[config.mk]
export PLATFORM = sky130hd
export DESIGN_NAME = rca_addsub_pipe
export DESIGN_NICKNAME = d
export VERILOG_FILES = /design/src/rtl/rca_addsub_pipe.sv
export SDC_FILE = /design/constraint.sdc
export NUM_CORES = 1
export LEC_CHECK = 0
export ABC_AREA = 1
export BUFFER_PORTS_ARGS = -buffer_cell sky130_fd_sc_hd__buf_2
export CAP_MARGIN = 20
export CORE_MARGIN = 8
export CORE_UTILIZATION = 30
export DETAILED_ROUTE_END_ITERATION = 10
export PLACE_DENSITY_LB_ADDON = 0.15
export SETUP_SLACK_MARGIN = 0.02
export SYNTH_ARGS = -nofsm -noshare
export SYNTH_HDL_FRONTEND = slang
export SYNTH_SLANG_ARGS = --single-unit
export TNS_END_PERCENT = 50
[constraint.sdc]
create_clock -name clk -period 2.05 [get_ports clk]
set_clock_uncertainty 0.1 [all_clocks]
set_input_delay 0 -clock clk [delete_from_list [all_inputs] [get_ports clk]]
set_output_delay 0 -clock clk [all_outputs]
set_load 0.005 [all_outputs]
[src/rtl/rca_addsub_pipe.sv]
// Pipelined ripple-carry add/subtract unit: one SLICE-bit ripple segment per stage,
// with a registered carry between stages and valid/ready flow control on both sides.
module rca_addsub_pipe #(
  parameter int unsigned WIDTH = 32,
  parameter int unsigned SLICE = 8
) (
  input  logic             clk,
  input  logic             rst_n,
  input  logic             in_valid,
  output logic             in_ready,
  input  logic [WIDTH-1:0] a,
  input  logic [WIDTH-1:0] b,
  input  logic             c_in,
  input  logic             sub,
  output logic             out_valid,
  input  logic             out_ready,
  output logic [WIDTH-1:0] s,
  output logic             c_out,
  output logic             ovf,
  output logic             zero
);

  localparam int unsigned STAGES = WIDTH / SLICE;
  localparam int unsigned SW     = SLICE + 1;

  if (WIDTH == 0 || (WIDTH % SLICE) != 0) begin : g_param_check
    $error("rca_addsub_pipe: WIDTH must be a non-zero multiple of SLICE");
  end

  // Each stage word rotates right by SLICE: the slice just resolved enters at the top,
  // so after STAGES stages the operand-A word has become the result in natural order.
  logic [WIDTH-1:0]  r_q   [STAGES];
  logic [WIDTH-1:0]  b_q   [STAGES];
  logic [WIDTH-1:0]  r_nxt [STAGES];
  logic [WIDTH-1:0]  b_nxt [STAGES];
  logic [STAGES-1:0] v_q;
  logic [STAGES-1:0] c_q;
  logic [STAGES-1:0] v_in;
  logic [STAGES-1:0] c_nxt;
  logic [STAGES-1:0] adv;
  logic              ovf_q;
  logic              zero_q;
  logic              ovf_nxt;
  logic              zero_nxt;

  // Bubble-collapsing advance: a stage moves if it is empty or its successor moves.
  always_comb begin
    adv = '0;
    adv[STAGES-1] = !v_q[STAGES-1] || out_ready;
    for (int k = int'(STAGES) - 2; k >= 0; k--) begin
      adv[k] = !v_q[k] || adv[k+1];
    end
  end

  // Per-stage slice ripple.
  always_comb begin
    logic [WIDTH-1:0] r_in;
    logic [WIDTH-1:0] b_in;
    logic             cy;
    logic [SW-1:0]    sum;
    int               prev;
    r_in     = '0;
    b_in     = '0;
    cy       = 1'b0;
    sum      = '0;
    prev     = 0;
    v_in     = '0;
    c_nxt    = '0;
    ovf_nxt  = 1'b0;
    zero_nxt = 1'b0;
    for (int k = 0; k < int'(STAGES); k++) begin
      prev = (k > 0) ? k - 1 : 0;
      if (k == 0) begin
        r_in    = a;
        b_in    = b ^ {WIDTH{sub}};
        cy      = sub | c_in;
        v_in[k] = in_valid;
      end else begin
        r_in    = r_q[prev];
        b_in    = b_q[prev];
        cy      = c_q[prev];
        v_in[k] = v_q[prev];
      end
      sum      = SW'(r_in[SLICE-1:0]) + SW'(b_in[SLICE-1:0]) + SW'(cy);
      r_nxt[k] = (WIDTH'(sum[SLICE-1:0]) << (WIDTH - SLICE)) | (r_in >> SLICE);
      b_nxt[k] = (b_in >> SLICE) | (b_in << (WIDTH - SLICE));
      c_nxt[k] = sum[SLICE];
      if (k == int'(STAGES) - 1) begin
        // carry into the MSB is a^b^s at the MSB position
        ovf_nxt  = sum[SLICE] ^ r_in[SLICE-1] ^ b_in[SLICE-1] ^ sum[SLICE-1];
        zero_nxt = (r_nxt[k] == '0);
      end
    end
  end

  // Stage registers; data loads only with a valid beat so held outputs stay stable.
  always_ff @(posedge clk or negedge rst_n) begin
    if (!rst_n) begin
      v_q    <= '0;
      c_q    <= '0;
      ovf_q  <= 1'b0;
      zero_q <= 1'b0;
      for (int k = 0; k < int'(STAGES); k++) begin
        r_q[k] <= '0;
        b_q[k] <= '0;
      end
    end else begin
      for (int k = 0; k < int'(STAGES); k++) begin
        if (adv[k]) begin
          v_q[k] <= v_in[k];
          if (v_in[k]) begin
            r_q[k] <= r_nxt[k];
            b_q[k] <= b_nxt[k];
            c_q[k] <= c_nxt[k];
          end
        end
      end
      if (adv[STAGES-1] && v_in[STAGES-1]) begin
        ovf_q  <= ovf_nxt;
        zero_q <= zero_nxt;
      end
    end
  end

  assign in_ready  = adv[0];
  assign out_valid = v_q[STAGES-1];
  assign s         = r_q[STAGES-1];
  assign c_out     = c_q[STAGES-1];
  assign ovf       = ovf_q;
  assign zero      = zero_q;

endmodule

# == After elaboration in Yosys (flattened, before gate mapping) ==
# Index checks and enable logic that the tools add are counted.
# word_totals
register_bits,186
inputBits,70
out_inout_bits,37
elab_cells,51
# op_classes
addsub,8
bitwise_logic,12
n_reduce_logical,14
# ops
op,n
bitwise OR 32 x 24 -> 32 bit,4
adder 8 x 8 -> 9 bit,4
adder 9 x 1 -> 9 bit,4
logical NOT 32 bit,1
XOR 32 bit,1
bitwise OR 24 x 1 -> 24 bit (second input constant),1
bitwise OR 16 x 1 -> 16 bit (second input constant),1
bitwise OR 8 x 1 -> 8 bit (second input constant),1
AND reduction 2 bit,4
logical NOT 1 bit,4
logical OR 1 bit,4
XOR 1 bit,3
logical AND 1 bit,1
bitwise OR 1 bit,1

# == Depth between registers and ports, before layout ==
# Gate-level depths: netlist of the first run.
# depth
depth_word,6
ltp_mapped,14
depth_no_buf,14

# == Worst setup path after synthesis of the first run ==
# No wires, ideal clock.
# synth_path
path_type,input -> register
startpoint,input sub
endpoint,register c_q[0]
setup_time_ps,130
arrival_time_ps,1974
t_required_ps,1820
setup_slack_ps,-154
path_stages,11
n_path_buf,2
cell_sequence,buf_2 -> buf_2 -> or2_2 -> fa_1 -> fa_1 -> a21oi_1 -> o21ai_0 -> nand4_1 -> nand3_1 -> nand2_1 -> o21ai_0
# synth_between
elab_chain_cells,3
elab_cells_between_ends,4
cone_classes,add/sub (2); bitwise (2)
# synth_rtl
item,line,text
start: declaration,14,"input logic sub,"
XOR 32 bit,75,b_in = b ^ {WIDTH{sub}};
adder 8 x 8 -> 9 bit,84,sum = SW'(r_in[SLICE-1:0]) + SW'(b_in[SLICE-1:0]) + SW'(cy);
adder 9 x 1 -> 9 bit *,84,
end signal: indexed assignment,114,c_q[k] <= c_nxt[k];
end: declaration,37,logic [STAGES-1:0] c_q;
# Mark *: on every way between the ends. The rest lies on a longest branch, timed or not.
# A chain may end at the register's enable or synchronous reset.

# == Worst setup path in the final report of the first run ==
# layout_path
startpoint,register c_q[2]
endpoint,"register zero_q, in the netlist zero"
# layout_between
elab_chain_cells,3
# layout_rtl
item,line,text
adder 9 x 1 -> 9 bit,84,
bitwise OR 32 x 24 -> 32 bit,85,r_nxt[k] = (WIDTH'(sum[SLICE-1:0]) << (WIDTH - SLICE)) | (r_in >> SLICE);
logical NOT 32 bit,91,zero_nxt = (r_nxt[k] == '0);
end signal: assignment,120,zero_q <= zero_nxt;
end: declaration,42,logic zero_q;
# No other way between the ends.

==> results of run 1 <==
## final timing paths
check / end / slack (ns) / depth (start not counted)
max: zero / 0.12 / 12
min: r_q[125] / 0.03 / 4
max reg2reg: zero / 0.12 / 12
min reg2reg: s[16] / 0.37 / 2
max in group asynchronous: r_q[51] / 0.77 / 4
min in group asynchronous: b_q[70] / 0.47 / 3
## layout make-up
| cell class | instances | area, µm² |
|---|---|---|
| Clock buffer | 19 | 442.9 |
| Clock inverter | 13 | 163.9 |
| Fill cell | 3095 | 18480 |
| Inverter | 103 | 389.1 |
| Multi-Input combinational cell | 682 | 3575 |
| Sequential cell | 186 | 4654 |
| Tap cell | 390 | 488.0 |
| Timing Repair Buffer | 186 | 1363 |
## power groups by stage
stage	Combinational [mW]	Sequential (mW)	Clock (mW)
global route	5.20	5.68	3.65
finish	4.43	5.53	3.41
CTS	4.38	5.53	3.53
detailed placement	4.26	5.60	0
global placement	4.21	5.59	0
floorplan	3.27	5.35	0
## through the flow
step	hold slack (ns)	setup WS, ns
finish	0.03429	0.1153
global placement	-0.1313	0.05884
CTS	0.01571	0.01038
floorplan	-0.3956	0.04054
detailed placement	-0.1291	0.01935
global route	0.04886	-0.03081
## cells by family (layout without fill, tap and decap cells)
kind of cell	Yosys count	after routing	share of synthesized area
XOR/XNOR	43	43	0.04183
flip-flops	186	186	0.5170
adder cells (fa/ha/maj)	36	36	0.05671
buffers and inverters	174	321	0.09382
AND/OR/NAND/NOR	453	453	0.2047
AO/OA/AOI/OAI	150	150	0.08589
## routing by layer
metal  share of wire  track usage  vias to the layer above
li1                -            -                     3515
met1            0.53       0.1880                     3095
met2            0.43       0.1894                       94
met3           0.031      0.02152                       17
met4           0.013      0.03758                        0
met5               0            0                        -
## state kept, by name, summed over array words and instances (netlist names)
name and flops:
c_q 4, ovf 1, v_q 4, b_q 48
r_q 96, zero 1, s 32
## timing repair
action,4_1_cts,5_1_grt
resized for setup,0,18
cloned,0,0
hold endpoints to repair,244,0
setup endpoints to repair,2,5
hold buffers,60,0
setup buffers,0,3
pin swaps,0,5
## critical path, stage by stage (launching register included)
cell     delay [ns]
dfrtp_1        0.41
fa_2           0.41
inv_2          0.06
fa_2           0.19
inv_2          0.04
nand2_2        0.07
nand2_4        0.07
nand2_2        0.08
xor2_2         0.15
nand3_1        0.09
nor2_1         0.10
nand2_1        0.06
nand2_1        0.05
## synthesized netlist by cell type
| cell type | number | area share |
|---|---|---|
| nand2_1 | 364 | 0.15 |
| dfrtp_1 | 186 | 0.52 |
| o21ai_0 | 114 | 0.063 |
| inv_1 | 100 | 0.042 |
| buf_4 | 41 | 0.034 |
| nor2_1 | 31 | 0.013 |
| xor2_1 | 31 | 0.030 |
| nand3_1 | 30 | 0.017 |
| ha_1 | 28 | 0.039 |
| buf_2 | 16 | 0.0089 |
| a21oi_1 | 15 | 0.0083 |
| clkbuf_1 | 12 | 0.0050 |
| nand4_1 | 12 | 0.0083 |
| xnor2_1 | 12 | 0.012 |
| fa_1 | 8 | 0.018 |
| o21ai_1 | 7 | 0.0039 |
| o22ai_1 | 6 | 0.0042 |
| a31oi_1 | 4 | 0.0028 |
| nand3b_1 | 4 | 0.0033 |
| nor2_4 | 4 | 0.0050 |
| and2_0 | 3 | 0.0021 |
| a21o_1 | 2 | 0.0017 |
| buf_6 | 2 | 0.0025 |
| inv_2 | 2 | 0.00083 |
| or2_2 | 2 | 0.0014 |
| a22oi_1 | 1 | 0.00083 |
| inv_4 | 1 | 0.00070 |
| nand2_2 | 1 | 0.00070 |
| nand3_4 | 1 | 0.0019 |
| nor3_1 | 1 | 0.00056 |
| o21bai_1 | 1 | 0.00083 |
==> reports/metrics.csv, run 1 <==
metric,value,unit
vias in the first global route,6911,
hold_sp,a[5],
Pre-antenna DRT Iters,4,
drt first-iter violations,385,
combinational power share,0.331,
routed vias,6721,
Final Non-Filler Cells,1579,
Seq pwr share,0.413,
post-layout net count,1282,
layout cells sized above 1,0.1590,
maximum fanout along the worst path,3,
synth warn,0,
Die ar.,0.03581,mm²
synthesized net count,1148,
library cells used by synthesis,31,
TritonCTS clock tree,built,
synthesis-to-finish area growth,23.03,%
Initial Util,0.3046,
maximum vdd drop,0.5453,mV
initial antenna violation count,0,
max-slew violation count,0,
CP Class,reg -> reg,
Syn Inst Count,1042,
FP Rows,63,
worst-skew pair later-pin latency,0.42,ns
placed insts,1484,
WL per Instance,14.04,µm
Critical Path Sink Type,register,
Slew HR,0.4925,
final count of hold timing violations,0,
"commonest cells after routing, fill and taps aside","nand2_1 (360), dfrtp_1 (186), o21ai_0 (113)",
CP arrival,2.20,ns
Clock Path Buffers,2,
register bit total from synthesis,186,
# IOs,107,
Slew @ Worst Pin,0.7604,ns
PD cells,1207,mW/mm²
clock tree sinks,186,
min-delay worst type,in -> reg,
GPL Wtd Cong,0.7932,
Sw Ratio,0.3590,
pin count of the biggest net entering global routing,66,
fin crit share,0.9438,
WP data required,2.31,ns
Critical Path Start Type,register,
setup TNS,0,ns
Int Power,8.568,mW
first-pass GRT wire length,37.16,mm
Final min period,1.935,ns
Final Setup Violations,0,
startpoint of the worst register-to-register path,c_q[2],
Chip Height,189.2,µm
Placed Instance Area,0.009779,mm²
clock-pin slew on the worst setup and hold paths,0.07,ns
Tot Pwr,13.37,mW
routed vias/inst,4.256,
number of port buffers,106,
Critical Path Source,c_q[2],
Max Cap Viol,0,
total gr overflow,0,
final cell area excluding filler cells,0.01108,mm²
CORE AREA,0.02956,mm²
Tot GR Track Use,0.1279,
number of H-tree levels,4,
Leak,5.621,nW
status,completed,
maximum clock rate,0.5169,GHz
Ant. Diodes,0,
"Seq/Total Area, Yosys",0.5170,
DRC viols,0,
syn avg cell area,8.640,µm²
number of buffers created by CTS,17,
cell area after synthesis,0.009002,mm²
Clock Power Share,0.255,
ANT nets after route,0,
Psw,4.799,mW
"most common cell after layout, fill and taps aside",nand2_1,
Final Util,0.3747,
total wire length,22.17,mm
clk root buf,clkbuf_16,
DP HPWL,15.94,mm
Chip Width,189.2,µm
unrepaired setup endpoints after global routing,yes,
No activity file was read; power rests on OpenSTA's default activity.
==> inputs of run 2 (changes only) <==
--- a/config.mk
+++ b/config.mk
@@ -6,11 +6,11 @@
 export NUM_CORES = 1
 export LEC_CHECK = 0
 export ABC_AREA = 1
-export BUFFER_PORTS_ARGS = -buffer_cell sky130_fd_sc_hd__buf_2
 export CAP_MARGIN = 20
 export CORE_MARGIN = 8
 export CORE_UTILIZATION = 30
 export DETAILED_ROUTE_END_ITERATION = 10
+export DONT_BUFFER_PORTS = 1
 export PLACE_DENSITY_LB_ADDON = 0.15
 export SETUP_SLACK_MARGIN = 0.02
 export SYNTH_ARGS = -nofsm -noshare
==> run 2 against run 1 <==
Effect of this change:
- the run now ends with hold timing left
- routed wire length fell by 2.9%
- power is 5.3% lower
- register-to-register slack hardly changed
- die area unchanged
- clock power decreased by 7.0%
- count of clock-buffer cells in the layout shrank 2
- maximum frequency increased by 0.78%
- sequential share of layout area increased by 1.8 points
- largest cell class unchanged
==> reports/metrics.csv, run 2 (same netlist as run 1, synthesis figures left out) <==
metric,value,unit
Tot GR Track Use,0.1250,
Placed Instance Area,0.009123,mm²
Chip Width,189.2,µm
Psw,4.722,mW
Int Power,7.942,mW
Max Cap Viol,0,
combinational power share,0.301,
R2R Setup Slk,0.13,ns
# IOs,107,
cts hold-fix bufs,86,
Pre-antenna DRT Iters,4,
synthesis-to-finish area growth,18.05,%
DP HPWL,15.22,mm
pin count of the biggest net entering global routing,187,
Final Non-Filler Cells,1492,
max reg flops,96,
worst-skew pair later-pin latency,0.43,ns
total gr overflow,0,
FP Rows,63,
Tot Pwr,12.66,mW
TritonCTS clock tree,built,
Reg with most FFs,r_q,
Final Setup Violations,0,
unrepaired setup endpoints after global routing,yes,
total wire length,21.54,mm
layout cells sized above 1,0.06987,
Final Worst Setup Slack,0.1301,ns
CP arrival,2.14,ns
CP Class,reg -> reg,
"commonest cells after routing, fill and taps aside","nand2_1 (359), dfrtp_1 (186), o21ai_0 (113)",
initial antenna violation count,0,
first-pass GRT wire length,36.12,mm
Sw Ratio,0.3729,
GPL Wtd Cong,0.7824,
number of H-tree levels,4,
drt first-iter violations,457,
Slew HR,0.4670,
Clock Power Share,0.251,
Leak,5.203,nW
fin crit share,0.9365,
Chip Height,189.2,µm
clock-pin slew on the worst setup and hold paths,0.07,ns
Die ar.,0.03581,mm²
final cell area excluding filler cells,0.01063,mm²
Critical Path Start Type,register,
Critical Path Sink Type,register,
routed vias/inst,4.326,
placed insts,1369,
Ant. Diodes,0,
routed vias,6455,
final count of hold timing violations,186,
PD cells,1192,mW/mm²
vias in the first global route,6604,
dpl ws,0.03576,ns
maximum fanout along the worst path,2,
maximum vdd drop,0.4783,mV
maximum clock rate,0.5209,GHz
ANT nets after route,0,
max-slew violation count,0,
clock tree sinks,186,
Final min period,1.920,ns
clk root buf,clkbuf_16,
post-layout net count,1195,
status,finished with violations,
failing checks,hold timing,
DRC viols,0,
Hold WS,-0.8258,ns
number of port buffers,0,
"most common cell after layout, fill and taps aside",nand2_1,
Seq pwr share,0.448,
Initial Util,0.3046,
CORE AREA,0.02956,mm²
Slew @ Worst Pin,0.7994,ns
min-delay worst type,in -> async,
Clock Path Buffers,2,
WL per Instance,14.43,µm
WP data required,2.27,ns
number of buffers created by CTS,17,
run 2: layout make-up:
class                           instances  area, µm²
Tap cell                              390      488.0
Inverter                              103      392.9
Clock inverter                         15      133.9
Fill cell                            3044      18930
Multi-Input combinational cell        682       3562
Sequential cell                       186       4654
Timing Repair Buffer                   99      970.9
Clock buffer                           17      425.4
run 2: final timing paths:
check                      startpoint       end  cells past startpoint
max                            c_q[2]      zero                     11
min                             rst_n    c_q[3]                      0
max reg2reg                    c_q[2]      zero                     11
min reg2reg                  r_q[127]   r_q[87]                      2
max in group asynchronous       rst_n  b_q[111]                      0
min in group clk                 b[7]  r_q[127]                      5
run 2: worst max-delay path, stage by stage, from the launching register on:
cell and delay (ns):
dfrtp_1 0.40, fa_2 0.41, inv_2 0.06, fa_2 0.43, nand4_1 0.10, nor2_1 0.04, nand2_1 0.06, nor2_1 0.04
nand2_1 0.05, nor2_1 0.04, nand2_1 0.05, nand2_1 0.04
run 2: timing repair:
action	in CTS	in global routing
buffers inserted	0	6
hold endpoints to repair	256	186
setup endpoints to repair	0	10
resized for setup	0	18
run 2: power by group through the flow:
stage	Combinational, mW	Clock [mW]	Sequential, mW
floorplan	3.27	0	5.35
global placement	3.58	0	5.76
detailed placement	3.60	0	5.78
CTS	3.80	3.31	5.71
global route	4.50	3.41	5.87
finish	3.82	3.17	5.67
run 2: per-stage QoR:
stage	util	TNS, ns
6_report	0.3595	0
2_1_floorplan	-	0
3_5_place_dp	0.3086	0
4_1_cts	0.3567	0
3_3_place_gp	0.3086	0
5_1_grt	0.3595	-0.05216
run 2: metal layers:
layer | GRT usage | share of wire
met5 | 0 | 0
met4 | 0.04149 | 0.019
met3 | 0.02796 | 0.031
met2 | 0.1757 | 0.41
met1 | 0.1854 | 0.54
==> inputs of run 3 (changes only) <==
--- a/config.mk
+++ b/config.mk
@@ -9,8 +9,10 @@
 export CAP_MARGIN = 20
 export CORE_MARGIN = 8
 export CORE_UTILIZATION = 30
+export CTS_CLUSTER_DIAMETER = 50
 export DETAILED_ROUTE_END_ITERATION = 10
 export DONT_BUFFER_PORTS = 1
+export MAX_ROUTING_LAYER = met4
 export PLACE_DENSITY_LB_ADDON = 0.15
 export SETUP_SLACK_MARGIN = 0.02
 export SYNTH_ARGS = -nofsm -noshare
==> constraint.sdc (replaced) <==
create_clock -name clk -period 1.7 [get_ports clk]
set_clock_uncertainty 0.1 [all_clocks]
set_input_delay 0 -clock clk [delete_from_list [all_inputs] [get_ports clk]]
set_output_delay 0 -clock clk [all_outputs]
set_load 0.005 [all_outputs]
==> run 3 against run 2 <==
Effect of this change:
- the flow finishes with violations (hold timing, setup timing)
- first-iteration DRC count fell by 13%
- clock power rose by 25%
- non-clock buffer count rose by 45
- largest power group unchanged
==> reports/metrics.csv, run 3 (same netlist as run 1, synthesis figures left out) <==
metric,value,unit
Crit path depth,12,
Chip Height,189.2,µm
max reg flops,96,
maximum vdd drop,0.5884,mV
ANT nets after route,0,
routed vias,6584,
CORE AREA,0.02956,mm²
layout cells sized above 1,0.1421,
Pre-antenna DRT Iters,4,
Die ar.,0.03581,mm²
Final Setup Violations,7,
CP arrival,2.18,ns
"commonest cells after routing, fill and taps aside","nand2_1 (355), dfrtp_1 (186), o21ai_0 (102)",
number of port buffers,0,
total wire length,22.22,mm
Leak,5.513,nW
routed vias/inst,4.284,
Clock Path Buffers,2,
fin crit share,1.135,
vias in the first global route,6661,
WP data required,1.95,ns
Hold WS,-0.8145,ns
maximum fanout along the worst path,3,
number of buffers created by CTS,17,
final cell area excluding filler cells,0.01132,mm²
Final Non-Filler Cells,1537,
first-pass GRT wire length,36.46,mm
crit-path max cell delay,0.41,ns
number of H-tree levels,4,
Chip Width,189.2,µm
CP max stage cell,fa_2,
DP HPWL,15.49,mm
unrepaired setup endpoints after global routing,yes,
CP bufs+invs,2,
status,finished with violations,
total gr overflow,0,
synthesis-to-finish area growth,25.77,%
maximum clock rate,0.5183,GHz
Tot GR Track Use,0.1296,
max-slew violation count,0,
Max Cap Viol,0,
Reg with most FFs,r_q,
final count of hold timing violations,186,
Critical Path Start Type,register,
GPL Wtd Cong,0.7604,
clock-pin slew on the worst setup and hold paths,0.07,ns
CP cell instances,fa_2 > inv_2 > fa_2 > inv_2 > nand2_4 > nand2_4 > nand2_2 > xor2_2 > nand3_1 > nor2_1 > nand2_1 > nand2_1,
clk root buf,clkbuf_16,
failing checks,"hold timing, setup timing",
Slew @ Worst Pin,0.4750,ns
Ant. Diodes,0,
PD cells,1466,mW/mm²
CP Class,reg -> reg,
Fillers,3040,
"most common cell after layout, fill and taps aside",nand2_1,
Final min period,1.929,ns
Top delay family on crit path,adder cells,
Worst Reg2Reg Path Length in Cells,12,
Initial Util,0.3046,
WL per Instance,14.46,µm
worst-skew pair later-pin latency,0.42,ns
TritonCTS clock tree,built,
DRC viols,0,
Slew HR,0.6834,
clock tree sinks,186,
post-layout net count,1240,
initial antenna violation count,0,
pin count of the biggest net entering global routing,187,
# IOs,107,
Final Worst Setup Slack,-0.2292,ns
FP Rows,63,
Critical Path Sink Type,register,
cts hold-fix bufs,84,
placed insts,1408,
min-delay worst type,in -> async,
drt first-iter violations,399,
Placed Instance Area,0.009488,mm²
==> run 3: cell types whose count changed in the layout (fill, tap and decap cells not counted), sizes merged <==
cell | before | now
buf | 13 | 59
clkbuf | 17 | 19
dlygate4sd3 | 86 | 84
bufinv | 0 | 1
clkinvlp | 5 | 4
inv | 108 | 107
==> run 3: final cells by class <==
| class | count | area (µm²) | area share |
|---|---|---|---|
| sequential | 186 | 4654 | 0.4111 |
| clock inverter | 14 | 140.1 | 0.01238 |
| inverter | 103 | 396.6 | 0.03503 |
| tap | 390 | 488.0 | 0.04310 |
| clock buffer | 18 | 439.2 | 0.03879 |
| multi-input combinational | 682 | 3781 | 0.3340 |
| timing repair buffer | 144 | 1423 | 0.1256 |
==> run 3: what timing repair did <==
| action | in CTS | in global routing |
|---|---|---|
| buffers inserted | 6 | 7 |
| endpoints found under the setup margin | 59 | 44 |
| gates resized for setup | 27 | 50 |
| cloned | 0 | 1 |
| pin swaps | 19 | 26 |
| endpoints found under the hold margin | 247 | 186 |
==> run 3: worst paths after layout <==
kind                                 end     start  slack [ns]
worst max-delay path                zero    c_q[2]       -0.23
min in group clk                r_q[125]      a[1]        0.03
worst min-delay path               s[31]     rst_n       -0.81
worst min register to register   r_q[87]  r_q[127]        0.37
worst max register to register      zero    c_q[2]       -0.23
max in group asynchronous        r_q[90]     rst_n        1.93
==> run 3: layer usage <==
| metal | vias to the layer above | GRT usage | part of all wire |
|---|---|---|---|
| met5 | - | - | 0 |
| met4 | 0 | 0.03488 | 0.012 |
| met3 | 8 | 0.02557 | 0.027 |
| met2 | 94 | 0.1799 | 0.43 |
| met1 | 3043 | 0.1890 | 0.53 |
| li1 | 3439 | - | - |
==> run 3: metrics by stage <==
step | setup slack (ns) | power (mW) | hold WS, ns | util | TNS, ns
after global placement | -0.2522 | 11.83 | -0.3849 | 0.3210 | -1.467
final | -0.2292 | 16.59 | -0.8145 | 0.3830 | -0.9162
after floorplan | -0.3079 | 10.43 | -0.3956 | - | -1.012
after CTS | -0.3113 | 16.29 | -0.8490 | 0.3726 | -1.041
after global routing | -0.3686 | 18.02 | -0.8585 | 0.3830 | -2.227
after detailed placement | -0.3014 | 11.89 | -0.3856 | 0.3210 | -2.055
==> run 3: where the power goes <==
part | internal, mW | total (mW) | switching (mW)
registers | 5.83 | 6.90 | 1.07
clock network | 2.10 | 3.95 | 1.85
logic | 2.64 | 5.75 | 3.11
total | 10.6 | 16.6 | 6.02
